===== config.mk =====
export PLATFORM = sky130hd
export DESIGN_NAME = usb_line_arbiter
export DESIGN_NICKNAME = d
export VERILOG_FILES = /design/src/rtl/usb_cam_pkg.sv /design/src/rtl/cam_line_counter.sv /design/src/rtl/usb_line_arbiter.sv
export SDC_FILE = /design/constraint.sdc
export NUM_CORES = 1
export LEC_CHECK = 0
export CAP_MARGIN = 20
export CORE_AREA = 2 2 86 88
export DETAILED_ROUTE_END_ITERATION = 10
export DIE_AREA = 0 0 88 90
export PLACE_DENSITY = 0.78
export SYNTH_ARGS = -nofsm -noshare
export SYNTH_HDL_FRONTEND = slang
export SYNTH_SLANG_ARGS = --single-unit

===== constraint.sdc =====
create_clock -name USB_CLK -period 2.49 [get_ports USB_CLK]
set_input_delay 0.3735 -clock USB_CLK [delete_from_list [all_inputs] [get_ports USB_CLK]]
set_output_delay 0.3735 -clock USB_CLK [all_outputs]
set_load 0.01 [all_outputs]

===== src/rtl/usb_cam_pkg.sv =====
// Shared types and helpers for the camera-to-USB line path: camera select, arbiter
// states, line length helper and the command bytes shared with the USB writer FSM.
package usb_cam_pkg;

    typedef enum logic {
        CAM_R = 1'b0,
        CAM_L = 1'b1
    } cam_sel_e;

    typedef enum logic [2:0] {
        ST_IDLE   = 3'd0,
        ST_ARB    = 3'd1,
        ST_SWITCH = 3'd2,
        ST_OFFER  = 3'd3,
        ST_XFER   = 3'd4
    } arb_state_e;

    localparam logic [7:0] CMD_LINE_R    = 8'hA0;
    localparam logic [7:0] CMD_LINE_L    = 8'hA1;
    localparam logic [7:0] CMD_FRAME_END = 8'hAF;

    // 16-bit words per line, one of which is the line header.
    function automatic int line_words(input int im_x, input int color_mode);
        return (color_mode * im_x + 2) / 2;
    endfunction

endpackage


===== src/rtl/cam_line_counter.sv =====
// Per-camera line index counter: wraps at IM_Y-1 and emits a one-cycle registered wrap
// pulse together with the wrapped count; clr has priority over inc.
module cam_line_counter #(
    parameter int IM_Y = 720
) (
    input  logic        clk,
    input  logic        rst_n,
    input  logic        clr,
    input  logic        inc,
    output logic [15:0] cnt,
    output logic        wrap
);

    logic [15:0] r_cnt;
    logic        r_wrap;

    // Line count and frame wrap pulse.
    always_ff @(posedge clk or negedge rst_n) begin
        if (!rst_n) begin
            r_cnt  <= 16'd0;
            r_wrap <= 1'b0;
        end else if (clr) begin
            r_cnt  <= 16'd0;
            r_wrap <= 1'b0;
        end else if (inc) begin
            if (r_cnt == 16'(IM_Y - 1)) begin
                r_cnt  <= 16'd0;
                r_wrap <= 1'b1;
            end else begin
                r_cnt  <= r_cnt + 16'd1;
                r_wrap <= 1'b0;
            end
        end else begin
            r_wrap <= 1'b0;
        end
    end

    assign cnt  = r_cnt;
    assign wrap = r_wrap;

endmodule


===== src/rtl/usb_line_arbiter.sv =====
// Grants whole camera lines to the USB writer, choosing by FIFO fill level with a
// DMA-address switch guard. Define LOCKSTEP_EN for strict R,L,R,L alternation.
module usb_line_arbiter
    import usb_cam_pkg::*;
#(
    parameter  int IM_X       = 1280,
    parameter  int IM_Y       = 720,
    parameter  int COLOR_MODE = 2,
    parameter  int MAX_CONSEC = 2,
    parameter  int SW_LAT     = 6,
    localparam int WORDS      = line_words(IM_X, COLOR_MODE),
    localparam int XW         = $clog2(2 * WORDS)
) (
    input  logic          USB_CLK,
    input  logic          rst_n,
    input  logic          start_stream,
    input  logic [XW-1:0] usedw_r,
    input  logic [XW-1:0] usedw_l,
    input  logic          dma_ready,
    output logic          grant_valid,
    output logic          grant_sel,
    input  logic          grant_ack,
    input  logic          line_done,
    output logic [15:0]   line_num,
    output logic          frame_end,
    output logic          busy
);

    localparam int CW = $clog2(MAX_CONSEC + 1);
    localparam int SW = $clog2(SW_LAT + 1);
    localparam logic [XW-1:0] RDY_LVL = XW'(WORDS - 1);

    arb_state_e  r_state;
    logic        r_grant_valid;
    logic        r_grant_sel;
    logic        r_busy;
    logic [15:0] r_line_num;
    logic        r_last_sel;
    logic [CW-1:0] r_consec;
    logic [SW-1:0] r_sw_cnt;
`ifdef LOCKSTEP_EN
    logic        r_due;
`endif

    logic        w_rdy_r;
    logic        w_rdy_l;
    logic        w_cand;
    logic        w_cand_ok;
    logic        w_done;
    logic        w_clr;
    logic [15:0] w_cnt_r;
    logic [15:0] w_cnt_l;
    logic        w_wrap_r;
    logic        w_wrap_l;

    assign w_rdy_r = (usedw_r >= RDY_LVL);
    assign w_rdy_l = (usedw_l >= RDY_LVL);
    // A stop in the same cycle as line_done suppresses the count.
    assign w_clr   = !start_stream;
    assign w_done  = (r_state == ST_XFER) && line_done && start_stream;

    cam_line_counter #(.IM_Y(IM_Y)) u_cnt_r (
        .clk   (USB_CLK),
        .rst_n (rst_n),
        .clr   (w_clr),
        .inc   (w_done && (r_grant_sel == CAM_R)),
        .cnt   (w_cnt_r),
        .wrap  (w_wrap_r)
    );

    cam_line_counter #(.IM_Y(IM_Y)) u_cnt_l (
        .clk   (USB_CLK),
        .rst_n (rst_n),
        .clr   (w_clr),
        .inc   (w_done && (r_grant_sel == CAM_L)),
        .cnt   (w_cnt_l),
        .wrap  (w_wrap_l)
    );

    // Next-camera candidate from readiness and fill levels.
    always_comb begin
        w_cand    = r_grant_sel;
        w_cand_ok = 1'b0;
`ifdef LOCKSTEP_EN
        w_cand    = r_due;
        w_cand_ok = r_due ? w_rdy_l : w_rdy_r;
`else
        if (w_rdy_r && w_rdy_l) begin
            w_cand_ok = 1'b1;
            if (r_consec == CW'(MAX_CONSEC)) begin
                w_cand = ~r_last_sel;
            end else if (usedw_r > usedw_l) begin
                w_cand = CAM_R;
            end else if (usedw_l > usedw_r) begin
                w_cand = CAM_L;
            end else begin
                w_cand = ~r_last_sel;
            end
        end else if (w_rdy_r) begin
            w_cand    = CAM_R;
            w_cand_ok = 1'b1;
        end else if (w_rdy_l) begin
            w_cand    = CAM_L;
            w_cand_ok = 1'b1;
        end else begin
            w_cand    = r_grant_sel;
            w_cand_ok = 1'b0;
        end
`endif
    end

    // Arbiter FSM with registered grant, busy and line number outputs.
    always_ff @(posedge USB_CLK or negedge rst_n) begin
        if (!rst_n) begin
            r_state       <= ST_IDLE;
            r_grant_valid <= 1'b0;
            r_grant_sel   <= 1'b0;
            r_busy        <= 1'b0;
            r_line_num    <= 16'd0;
            r_last_sel    <= 1'b0;
            r_consec      <= '0;
            r_sw_cnt      <= '0;
`ifdef LOCKSTEP_EN
            r_due         <= 1'b0;
`endif
        end else if (!start_stream) begin
            // grant_sel and last_sel deliberately hold across a stop.
            r_state       <= ST_IDLE;
            r_grant_valid <= 1'b0;
            r_busy        <= 1'b0;
            r_line_num    <= 16'd0;
            r_consec      <= '0;
            r_sw_cnt      <= '0;
`ifdef LOCKSTEP_EN
            r_due         <= 1'b0;
`endif
        end else begin
            r_line_num <= r_grant_sel ? w_cnt_l : w_cnt_r;
            case (r_state)
                ST_IDLE: begin
                    r_state <= ST_ARB;
                end
                ST_ARB: begin
                    if (dma_ready && w_cand_ok) begin
                        if (w_cand != r_grant_sel) begin
                            r_state     <= ST_SWITCH;
                            r_grant_sel <= w_cand;
                            r_sw_cnt    <= '0;
                        end else begin
                            r_state       <= ST_OFFER;
                            r_grant_valid <= 1'b1;
                        end
                    end else begin
                        r_state <= ST_ARB;
                    end
                end
                ST_SWITCH: begin
                    if (r_sw_cnt == SW'(SW_LAT - 1)) begin
                        if (dma_ready) begin
                            r_state       <= ST_OFFER;
                            r_grant_valid <= 1'b1;
                        end else begin
                            r_state <= ST_SWITCH;
                        end
                    end else begin
                        r_sw_cnt <= r_sw_cnt + SW'(1);
                    end
                end
                ST_OFFER: begin
                    if (grant_ack) begin
                        r_state       <= ST_XFER;
                        r_grant_valid <= 1'b0;
                        r_busy        <= 1'b1;
                    end else begin
                        r_state <= ST_OFFER;
                    end
                end
                ST_XFER: begin
                    if (line_done) begin
                        r_state    <= ST_ARB;
                        r_busy     <= 1'b0;
                        r_last_sel <= r_grant_sel;
                        if (r_grant_sel != r_last_sel) begin
                            r_consec <= CW'(1);
                        end else if (r_consec == CW'(MAX_CONSEC)) begin
                            r_consec <= r_consec;
                        end else begin
                            r_consec <= r_consec + CW'(1);
                        end
`ifdef LOCKSTEP_EN
                        r_due <= ~r_grant_sel;
`endif
                    end else begin
                        r_state <= ST_XFER;
                    end
                end
                default: begin
                    r_state       <= ST_IDLE;
                    r_grant_valid <= 1'b0;
                    r_busy        <= 1'b0;
                end
            endcase
        end
    end

    assign grant_valid = r_grant_valid;
    assign grant_sel   = r_grant_sel;
    assign busy        = r_busy;
    assign line_num    = r_line_num;
    assign frame_end   = w_wrap_r | w_wrap_l;

endmodule


==> Yosys cells after proc, flatten, opt, wreduce, memory -nomap -nowiden <==
Cells that the tools add are included.
{ "word_totals": {"regBits": 62, "in_bits": 30, "out_inout_bits": 20, "word_cells": 116} }
{ "classes": {"n_addsub": 4, "magnitude_cmp": 4, "n_eq_ne": 26, "mux": 52, "bitwise": 3, "reduce_logical": 15} }
{ "op_table": {"columns": ["cell", "count"], "rows": [
  ["$mux 16", 8],
  ["$add 16x1->16 const B", 2],
  ["$eq 16x10->1 const B", 2],
  ["$mux 3", 9],
  ["$mux 1", 26],
  ["$ge 12x11->1 const B", 2],
  ["$gt 12x12->1", 2],
  ["$ne 3x3->1 const B", 8],
  ["$pmux 3 s5", 1],
  ["$mux 2", 5],
  ["$reduce_and 3->1", 3],
  ["$ne 2x1->1 const B", 4],
  ["$reduce_and 4->1", 2],
  ["$eq 3x2->1 const B", 2],
  ["$eq 3x3->1 const B", 2],
  ["$logic_and 1x1->1", 6],
  ["$pmux 3 s2", 1],
  ["$reduce_and 6->1", 1],
  ["$ne 2x2->1 const B", 2],
  ["$pmux 1 s4", 1],
  ["$add 3x1->3 const B", 1],
  ["$eq 3x1->1 const B", 1],
  ["$logic_not 3->1", 1],
  ["$ne 3x1->1 const B", 1],
  ["9 further kinds", 11]
]} }

==> Longest topological paths before layout <==
Gate-level depths: netlist of run 1.
{ "depth": {"depth_word": 10, "depth_mapped": 8, "depth_no_buf": 8} }

==> By module <==
Synthesis of run 1 repeated with hierarchy kept, for this count alone.
{ "hier_totals": {"hier_cells": 405, "hier_area_um2": 3733.6} }
{ "by_module_without_submodules": {"columns": ["module", "n_inst", "cells_each", "area_each_um2"], "rows": [
  ["cam_line_counter", 2, 99, 942.2],
  ["usb_line_arbiter", 1, 207, 1849.3]
]} }

==> Least setup slack after synthesis of run 1 <==
Ideal clock, no wire load.
{ "synth_path": {"path_type": "input to register", "start": "in usedw_r[10]", "end": "reg r_sw_cnt[0]", "arrival_ns": 2.146, "slack_ns": 0.206, "cell_stages": 8, "n_path_buf": 0, "cell_sequence": "inv_1 ha_1 a21oi_1 nand2_1 a2111o_1 o31a_1 a2111oi_4 o41ai_1"} }
{ "synth_via": {"elab_chain_cells": 8, "elab_cells_between_ends": 16, "classes_between": "order compare: 3; eq/ne: 3; mux: 7; reduce/logical: 3"} }
{ "synth_rtl": {"columns": ["element", "line", "source"], "rows": [
  ["start, declared", "usb_line_arbiter.sv:17", "input logic [XW-1:0] usedw_r,"],
  ["$gt 12x12->1", "usb_line_arbiter.sv:94", "end else if (usedw_l > usedw_r) begin"],
  ["$mux 1", "usb_line_arbiter.sv:94", null],
  ["$mux 1", "usb_line_arbiter.sv:92", "end else if (usedw_r > usedw_l) begin"],
  ["$mux 1", "usb_line_arbiter.sv:90", "if (r_consec == CW'(MAX_CONSEC)) begin"],
  ["$mux 1", "usb_line_arbiter.sv:88", "if (w_rdy_r && w_rdy_l) begin"],
  ["$ne 1x1->1", "usb_line_arbiter.sv:145", "if (w_cand != r_grant_sel) begin"],
  ["$ne 3x3->1 (no line)", null, null],
  ["$reduce_and 4->1 (no line) *", null, null],
  ["end signal, assigned", "usb_line_arbiter.sv:166", "r_sw_cnt <= r_sw_cnt + SW'(1);"],
  ["end, declared", "usb_line_arbiter.sv:40", "logic [SW-1:0] r_sw_cnt;"]
]} }
Every way passes the cells marked *; elsewhere a longest branch is shown, timed or not.
A chain may end at the register's enable or synchronous reset.

==> Final worst setup path of run 1 <==
{ "layout_path": {"start": "in usedw_r[11]", "end": "reg r_sw_cnt[2]"} }
Same word-level chain as after synthesis.

==> summary.txt, run 1 <==
Yosys
  • Compound-Gate Fraction of Synth Area: between 15 and 20%
  • Post-synth ARST share: 100%
  • Register area share after synthesis: between 40% and 50%
  • Area leader, netlist: dfrtp_1
  • Post-synthesis adder-cell area fraction: 5.74%
  • Syn Inst Count: 422
  • Main flop type after synthesis: dfrtp_1
  • Main area contributors after synthesis: dfrtp_1 (42%), ha_1 (5.7%), nor2_1 (5.3%)
  • Post-synth EDFFs: 0
  • Synthesized netlist net count: 469
  • Largest family of logic cells by synthesized area: simple AND/OR/NAND/NOR gates
  • Mapped cell area: 0.00371 mm²
  • Xor/xnor cell area share of the yosys netlist: 1.89%
  • Yosys top cell area share: between 40% and 50%
  • Syn Area/Cell: about 8.8 µm²
  • Mux cell area share after synthesis: under 10%
  • Ys Warns: 0
  • Synth Area in Simple Gates: 24.9%
  • Synth Register Bits: 62
  • Distinct cells, synth: between 60 and 70

Global route
  • Grt ovf: 0
  • Vias in the first global route: 3,228
  • Total track usage: 24.2%
  • Met2 usage: 37.3%
  • Largest net degree at the start of global routing: 38
  • Grt met3 use: 5.23%
  • Met1 GRT Util: between 30% and 40%
  • First-pass GRT wire length: 15,300 µm
  • Initial antenna violation count: 0
  • GR peak layer: met2

Floorplan
  • Die height: 90 µm
  • Starting density of the core: 52.8%
  • Cell Rows: 31
  • Top Ports: 50
  • Die width: 88 µm
  • Core area: 0.00702 mm²
  • Die Area: 0.00792 mm²

Final layout
  • Post-route insts no fill: 586
  • Proportion of layout cells with a drive suffix above 1: 11.3%
  • Area Growth Syn to Fin: 26.3%
  • Inserted Diodes: 0
  • Final #Nets: 529
  • Post-route cell area: 0.00468 mm²

Setup path
  • WP data required: 2.72 ns
  • Slowest Stage Delay on Critical Path: 0.51 ns
  • Cell family with most CP delay: compound AO/OA/AOI/OAI gates
  • Setup crit start kind: input pin
  • Crit path DAT: between 2 and 3 ns
  • Critical path's slowest cell: a211oi_1
  • Buf/Inv on CP: 2
  • FF-to-FF setup slack: 0.27 ns
  • Critical path type: in -> reg
  • Worst setup EP type: register
  • Critical path cell sequence: clkdlybuf4s50_1 -> inv_1 -> ha_1 -> nand4_1 -> a211oi_1 -> o31a_1 -> a2111oi_4 -> o41ai_1
  • Crit Path Max Fanout: 3

Clocking
  • Clock Sinks: between 60 and 70
  • Worst-path clk slew: 0.07 ns
  • H-tree depth: 3
  • Skew-Pair Late Insertion Delay: 0.34 ns
  • Hold Buf Count CTS: 0
  • Clock root buffer master: clkbuf_8
  • Clk buf depth: 2
  • CTS tree: built
  • Num CTS Buffers: 9

Detailed routing
  • First DRT Iteration DRCs: ~230
  • WL final: approximately 9200 µm
  • DR DRC count: 0
  • Via count: 3,404
  • Vias per cell: 5.81
  • Final antenna-violating net count: 0
  • DR WL/cell: about 16 µm
  • DR pass1 iterations: 5

Power
  • Power per Cell Area: about 540 mW/mm²
  • VDD IR max: 0.359 mV
  • P_leak: around 2.1 nW
  • Total power: approximately 2.5 mW

Place
  • Placed Cells: between 500 and 600
  • PortBufs: 49
  • Placed Area: 0.00439 mm²
  • DP HPWL: between 6000 and 7000 µm
  • GPL Wtd Cong: a little over 0.9

Run
  • Max Cap Viol: 0

Outcome
  • Status: complete, no violations

Timing
  • Worst slew pin tran: 0.613 ns
  • Final worst-path cycle share: 100%
  • Total negative slack: 0 ns
  • Final count of hold timing violations: 0
  • Final Max Slew Viols: 0
  • Final Skew: 0.00788 ns
  • Tmin final: 2.49 ns
  • Max-slew headroom: between 50% and 60%
  • Hold_ws: 0.0461 ns
  • Peak Freq: 0.402 GHz
  • Final setup vio count: 0

Worst hold path
  • Hold WC Path Type: in -> async
## stage by stage
step / utilization (%) / setup slack [ns]
2_1_floorplan: - / 0.206
3_3_place_gp: 62.5 / -0.344
3_5_place_dp: 62.5 / -0.447
4_1_cts: 65.9 / 0.00924
5_1_grt: 66.7 / -0.0453
6_report: 66.7 / 0.000861
## cell families (layout without fill, tap and decap cells)
kind of cell | Yosys count | in the layout
mux | 18 | 18
flops | 62 | 62
xor+xnor | 8 | 8
fa+ha+maj | 17 | 17
compound gates | 94 | 94
buf+inv | 43 | 108
simple gates | 180 | 180
## registers in the layout, indices dropped and copies added, names as in the netlist, 2 cells and up
register	flops
u_cnt_l.cnt	16
r_consec	2
line_num	16
r_state	3
r_sw_cnt	3
u_cnt_r.cnt	16
## placed cells by master (no fill, tap or decap), drive strengths merged, types with 2 or more instances in the layout
cell and n:
nor2b 6, dfrtp 62, a2111oi 2, nand4 11
a31oi 4, a21oi 27, and2 5, nor3 10
xor2 6, or3 4, clkdlybuf4s50 46, clkinv 3
a211oi 3, nand2 33, nor3b 2, nand2b 7
o31ai 6, o21a 2, nor4bb 2, clkbuf 10
nor4 7, nor2 52, bufinv 2, or2 4
o21ai 31, ha 17, and3 8, buf 20
mux2i 17, xnor2 2, or4 3, dlymetal6s2s 2
inv 24, o41ai 4, nand3 19, a21o 3
## where the power goes
group	internal [mW]	total (mW)	switching [mW]
combinational	0.229	0.495	0.266
sequential	1.03	1.08	0.0508
clock	0.562	0.958	0.396
## path summary, 6_finish.rpt
check	cells after the start	to	start
max	8	r_sw_cnt[2]	usedw_r[11]
min reg2reg	2	grant_valid	grant_valid
max in group asynchronous	2	u_cnt_r.cnt[6]	rst_n
min in group USB_CLK	2	grant_valid	grant_valid
max reg2reg	7	u_cnt_l.cnt[13]	u_cnt_l.cnt[0]
min	1	line_num[15]	rst_n
## final cells by class
class	instances	area [µm²]
clock inverter	6	86.3
fill	555	2340
inverter	24	90.1
clock buffer	10	128
sequential	62	1550
tap	99	124
timing repair buffer	68	646
multi-input combinational	317	2060
## metal layers
layer | wire length (µm) | share of wire (%) | vias up
met5 | 0 | 0 | -
met4 | 121 | 1.3 | 0
met3 | 523 | 5.7 | 14
met2 | 4470 | 48 | 120
met1 | 4120 | 45 | 1633
li1 | - | - | 1637
## synthesized netlist by cell type, types with 2 or more instances
cell type / count
nand2b_1: 7
a211oi_1: 3
and3_1: 8
nand2_1: 33
o41ai_1: 4
a21oi_1: 27
a31oi_1: 4
nor2b_1: 6
and2_1: 4
or2_2: 2
dfrtp_1: 62
o21a_1: 2
nand3_1: 19
nor3b_1: 2
mux2i_1: 17
ha_1: 17
xor2_1: 6
inv_1: 24
buf_1: 3
nor4bb_1: 2
o21ai_0: 28
nor3_1: 10
a21o_1: 3
o31ai_1: 5
nor4_1: 6
clkbuf_1: 14
nand4_1: 11
o21ai_1: 2
or4_1: 3
or3_1: 4
xnor2_1: 2
buf_2: 2
nor2_1: 52
## repair_timing
item | CTS | global route
resized for setup | 2 | 10
endpoints found under the setup margin | 3 | 5
endpoints found under the hold margin | 0 | 0
buffers inserted | 1 | 0
pin swaps | 5 | 5
No activity file was read; power rests on OpenSTA's default activity.
==> run 2, diff against run 1 <==
--- a/config.mk
+++ b/config.mk
@@ -9,7 +9,9 @@
 export CORE_AREA = 2 2 86 88
 export DETAILED_ROUTE_END_ITERATION = 10
 export DIE_AREA = 0 0 88 90
-export PLACE_DENSITY = 0.78
+export PLACE_DENSITY = 0.79
+export SETUP_SLACK_MARGIN = 0.4
+export SKIP_CTS_REPAIR_TIMING = 1
 export SYNTH_ARGS = -nofsm -noshare
 export SYNTH_HDL_FRONTEND = slang
 export SYNTH_SLANG_ARGS = --single-unit
==> run 2 against run 1 <==
- design area grew 7.6%
- highest routed layer unchanged
- global-route usage increased by 0.29 points
- register-to-register slack improved by 0.09 ns
- critical endpoint is now r_sw_cnt[1]
- utilization up 5.1 points
- worst setup slack better by 0.33 ns
- critical path type unchanged
- largest cell class unchanged
- non-clock buffer count grew 11
- combinational power grew 6.7%
- wire length grew 11%
- critical path depth did not move
- cell count rose by 1.9%
- clock power grew 20%
- total power grew 8.5%
==> summary.txt, run 2 (synthesis results as in run 1) <==
Global route
  • Vias in the first global route: 3,296 (was 3,228)
  • Initial antenna violation count: 0 (unchanged)
  • Met1 GRT Util: 33.7% (was 34.4%)
  • Met2 usage: 36.9% (was 37.3%)
  • First-pass GRT wire length: 15,400 µm (was 15,300 µm)
  • Largest net degree at the start of global routing: 63 (was 38)
  • Grt met3 use: 4.78% (was 5.23%)
  • Grt ovf: 0 (unchanged)
  • GR peak layer: met2 (unchanged)
  • Total track usage: 24.5% (was 24.2%)

Floorplan
  • Top Ports: 50 (unchanged)
  • Die Area: 0.00792 mm² (unchanged)
  • Die height: 90 µm (unchanged)
  • Core area: 0.00702 mm² (unchanged)
  • Die width: 88 µm (unchanged)
  • Cell Rows: 31 (unchanged)
  • Starting density of the core: 52.8% (unchanged)

Final layout
  • Register Area: 0.00156 mm² (was 0.00155 mm²)
  • Area Growth Syn to Fin: 35.8% (was 26.3%)
  • Filler instances: 465 (was 555)
  • Area occupied by multi-input gates: 0.00225 mm² (was 0.00206 mm²)
  • Commonest non-fill, non-tap cell in the layout: dfrtp_1 (unchanged)
  • Most frequent cells in the layout: dfrtp_1 (59), nor2_1 (52), nand2_1 (33) (was dfrtp_1 (62), nor2_1 (52), clkdlybuf4s50_1 (46))
  • Inserted Diodes: 0 (unchanged)
  • Final Util: 71.7% (was 66.7%)
  • Proportion of layout cells with a drive suffix above 1: 20.5% (was 11.3%)
  • Final #Nets: 540 (was 529)

Clocking
  • Skew-Pair Late Insertion Delay: 0.36 ns (was 0.34 ns)
  • Clock root buffer master: clkbuf_8 (unchanged)
  • Worst-path clk slew: 0.07 ns (about the same)
  • Clock Sinks: 62 (unchanged)
  • Num CTS Buffers: 9 (unchanged)
  • H-tree depth: 3 (unchanged)
  • CTS tree: built (unchanged)
  • Clk buf depth: 2 (unchanged)

Setup path
  • Buf/Inv on CP: 1 (was 2)
  • Crit path DAT: 2.38 ns (was 2.72 ns)
  • Critical path's slowest cell: a2111oi_4 (was a211oi_1)
  • Cell family with most CP delay: compound AO/OA/AOI/OAI gates (unchanged)
  • Worst setup EP type: register (unchanged)
  • Critical path type: in -> reg (unchanged)
  • Slowest Stage Delay on Critical Path: 0.48 ns (was 0.51 ns)
  • Setup crit start kind: input pin (unchanged)
  • Crit Path Max Fanout: 3 (unchanged)
  • Critical path cell sequence: dlymetal6s2s_1 -> ha_4 -> nand3_1 -> nand2_1 -> a2111o_1 -> o31a_1 -> a2111oi_4 -> o41ai_2 (was clkdlybuf4s50_1 -> inv_1 -> ha_1 -> nand4_1 -> a211oi_1 -> o31a_1 -> a2111oi_4 -> o41ai_1)
  • WP data required: 2.71 ns (was 2.72 ns)

Timing
  • Tmin final: 2.16 ns (was 2.49 ns)
  • Final worst-path cycle share: 86.6% (was 100%)
  • Max-slew headroom: 48.2% (was 59.1%)
  • Final Skew: 0.00810 ns (was 0.00788 ns)
  • RSZ-0062 raised after global routing: true
  • Worst slew pin tran: 0.777 ns (was 0.613 ns)
  • Peak Freq: 0.464 GHz (was 0.402 GHz)
  • Final count of hold timing violations: 0 (unchanged)
  • Final Max Slew Viols: 0 (unchanged)
  • Final setup vio count: 0 (unchanged)

Power
  • Psw: 0.761 mW (was 0.713 mW)
  • Comb pwr share: 19.2% (was 19.6%)
  • Power share of the clock group: 41.8% (was 37.8%)
  • P_leak: 2.32 nW (was 2.05 nW)
  • P_int: 1.99 mW (was 1.82 mW)
  • Power per Cell Area: 546 mW/mm² (was 541 mW/mm²)
  • VDD IR max: 0.307 mV (was 0.359 mV)
  • Total power: 2.75 mW (was 2.53 mW)
  • Sw frac: 27.7% (was 28.1%)
  • Sequential share of power: 39.0% (was 42.6%)

Place
  • DP HPWL: 6440 µm (was 6530 µm)
  • GPL Wtd Cong: 0.927 (was 0.929)
  • PortBufs: 49 (unchanged)

Run
  • Max Cap Viol: 0 (unchanged)

Detailed routing
  • Vias per cell: 5.97 (was 5.81)
  • Via count: 3,567 (was 3,404)
  • First DRT Iteration DRCs: 243 (was 226)
  • WL final: 10,300 µm (was 9230 µm)
  • DR pass1 iterations: 5 (unchanged)
  • Final antenna-violating net count: 0 (unchanged)
  • DR WL/cell: 17.2 µm (was 15.8 µm)
  • DR DRC count: 0 (unchanged)

Outcome
  • Status: complete, no violations (unchanged)

Worst hold path
  • Hold WC Path Type: in -> async (unchanged)
==> run 2: cell types whose count changed in the layout (fill, tap and decap cells not counted), moves of 9 or more <==
cell,previous run,this run
buf_4,18,30
clkdlybuf4s50_1,46,24
dlymetal6s2s_1,2,22
ha_1,15,5
ha_4,2,12
inv_1,22,12
inv_2,2,11
==> run 2: layer usage <==
| layer | vias up | routed length (µm) |
|---|---|---|
| met1 | 1710 | 4150 |
| met3 | 32 | 701 |
| met2 | 164 | 5130 |
| met5 | - | 0 |
| li1 | 1661 | - |
| met4 | 0 | 286 |
==> run 2: final cells by class <==
class | instances | area share, %
sequential | 62 | 30.9
clock inverter | 5 | 2.06
timing repair buffer | 79 | 15.1
multi-input combinational | 317 | 44.6
tap | 99 | 2.46
inverter | 24 | 1.84
clock buffer | 11 | 3.01
==> run 2: power groups by stage <==
| stage | Clock [mW] | Sequential [mW] | Combinational (mW) |
|---|---|---|---|
| floorplan | 0 | 1.07 | 0.319 |
| global placement | 0 | 1.09 | 0.466 |
| detailed placement | 0 | 1.09 | 0.475 |
| CTS | 1.15 | 1.07 | 0.477 |
| global route | 1.20 | 1.08 | 0.571 |
| finish | 1.15 | 1.07 | 0.528 |
==> run 2: final timing paths <==
check	from	slack [ns]	end	cells after the start
setup / recovery	usedw_l[9]	0.33	r_sw_cnt[1]	8
min in group USB_CLK	u_cnt_r.cnt[0]	0.53	u_cnt_r.cnt[0]	1
max in group asynchronous	rst_n	1.76	u_cnt_r.cnt[10]	2
hold / removal	rst_n	0.18	r_consec[0]	2
hold reg to reg	u_cnt_r.cnt[0]	0.53	u_cnt_r.cnt[0]	1
setup reg to reg	r_consec[0]	0.36	r_sw_cnt[1]	6
==> run 2: per-stage QoR <==
step	setup slack (ns)	hold slack [ns]	cells	area [µm²]	setup TNS, ns
5_1_grt	0.269	0.262	597	5040	0
6_report	0.333	0.183	597	5040	0
4_1_cts	0.127	0.216	585	4630	0
2_1_floorplan	0.405	0.0779	422	3710	0
3_5_place_dp	-0.241	0.525	569	4380	-0.835
3_3_place_gp	-0.167	0.519	569	4380	-0.520
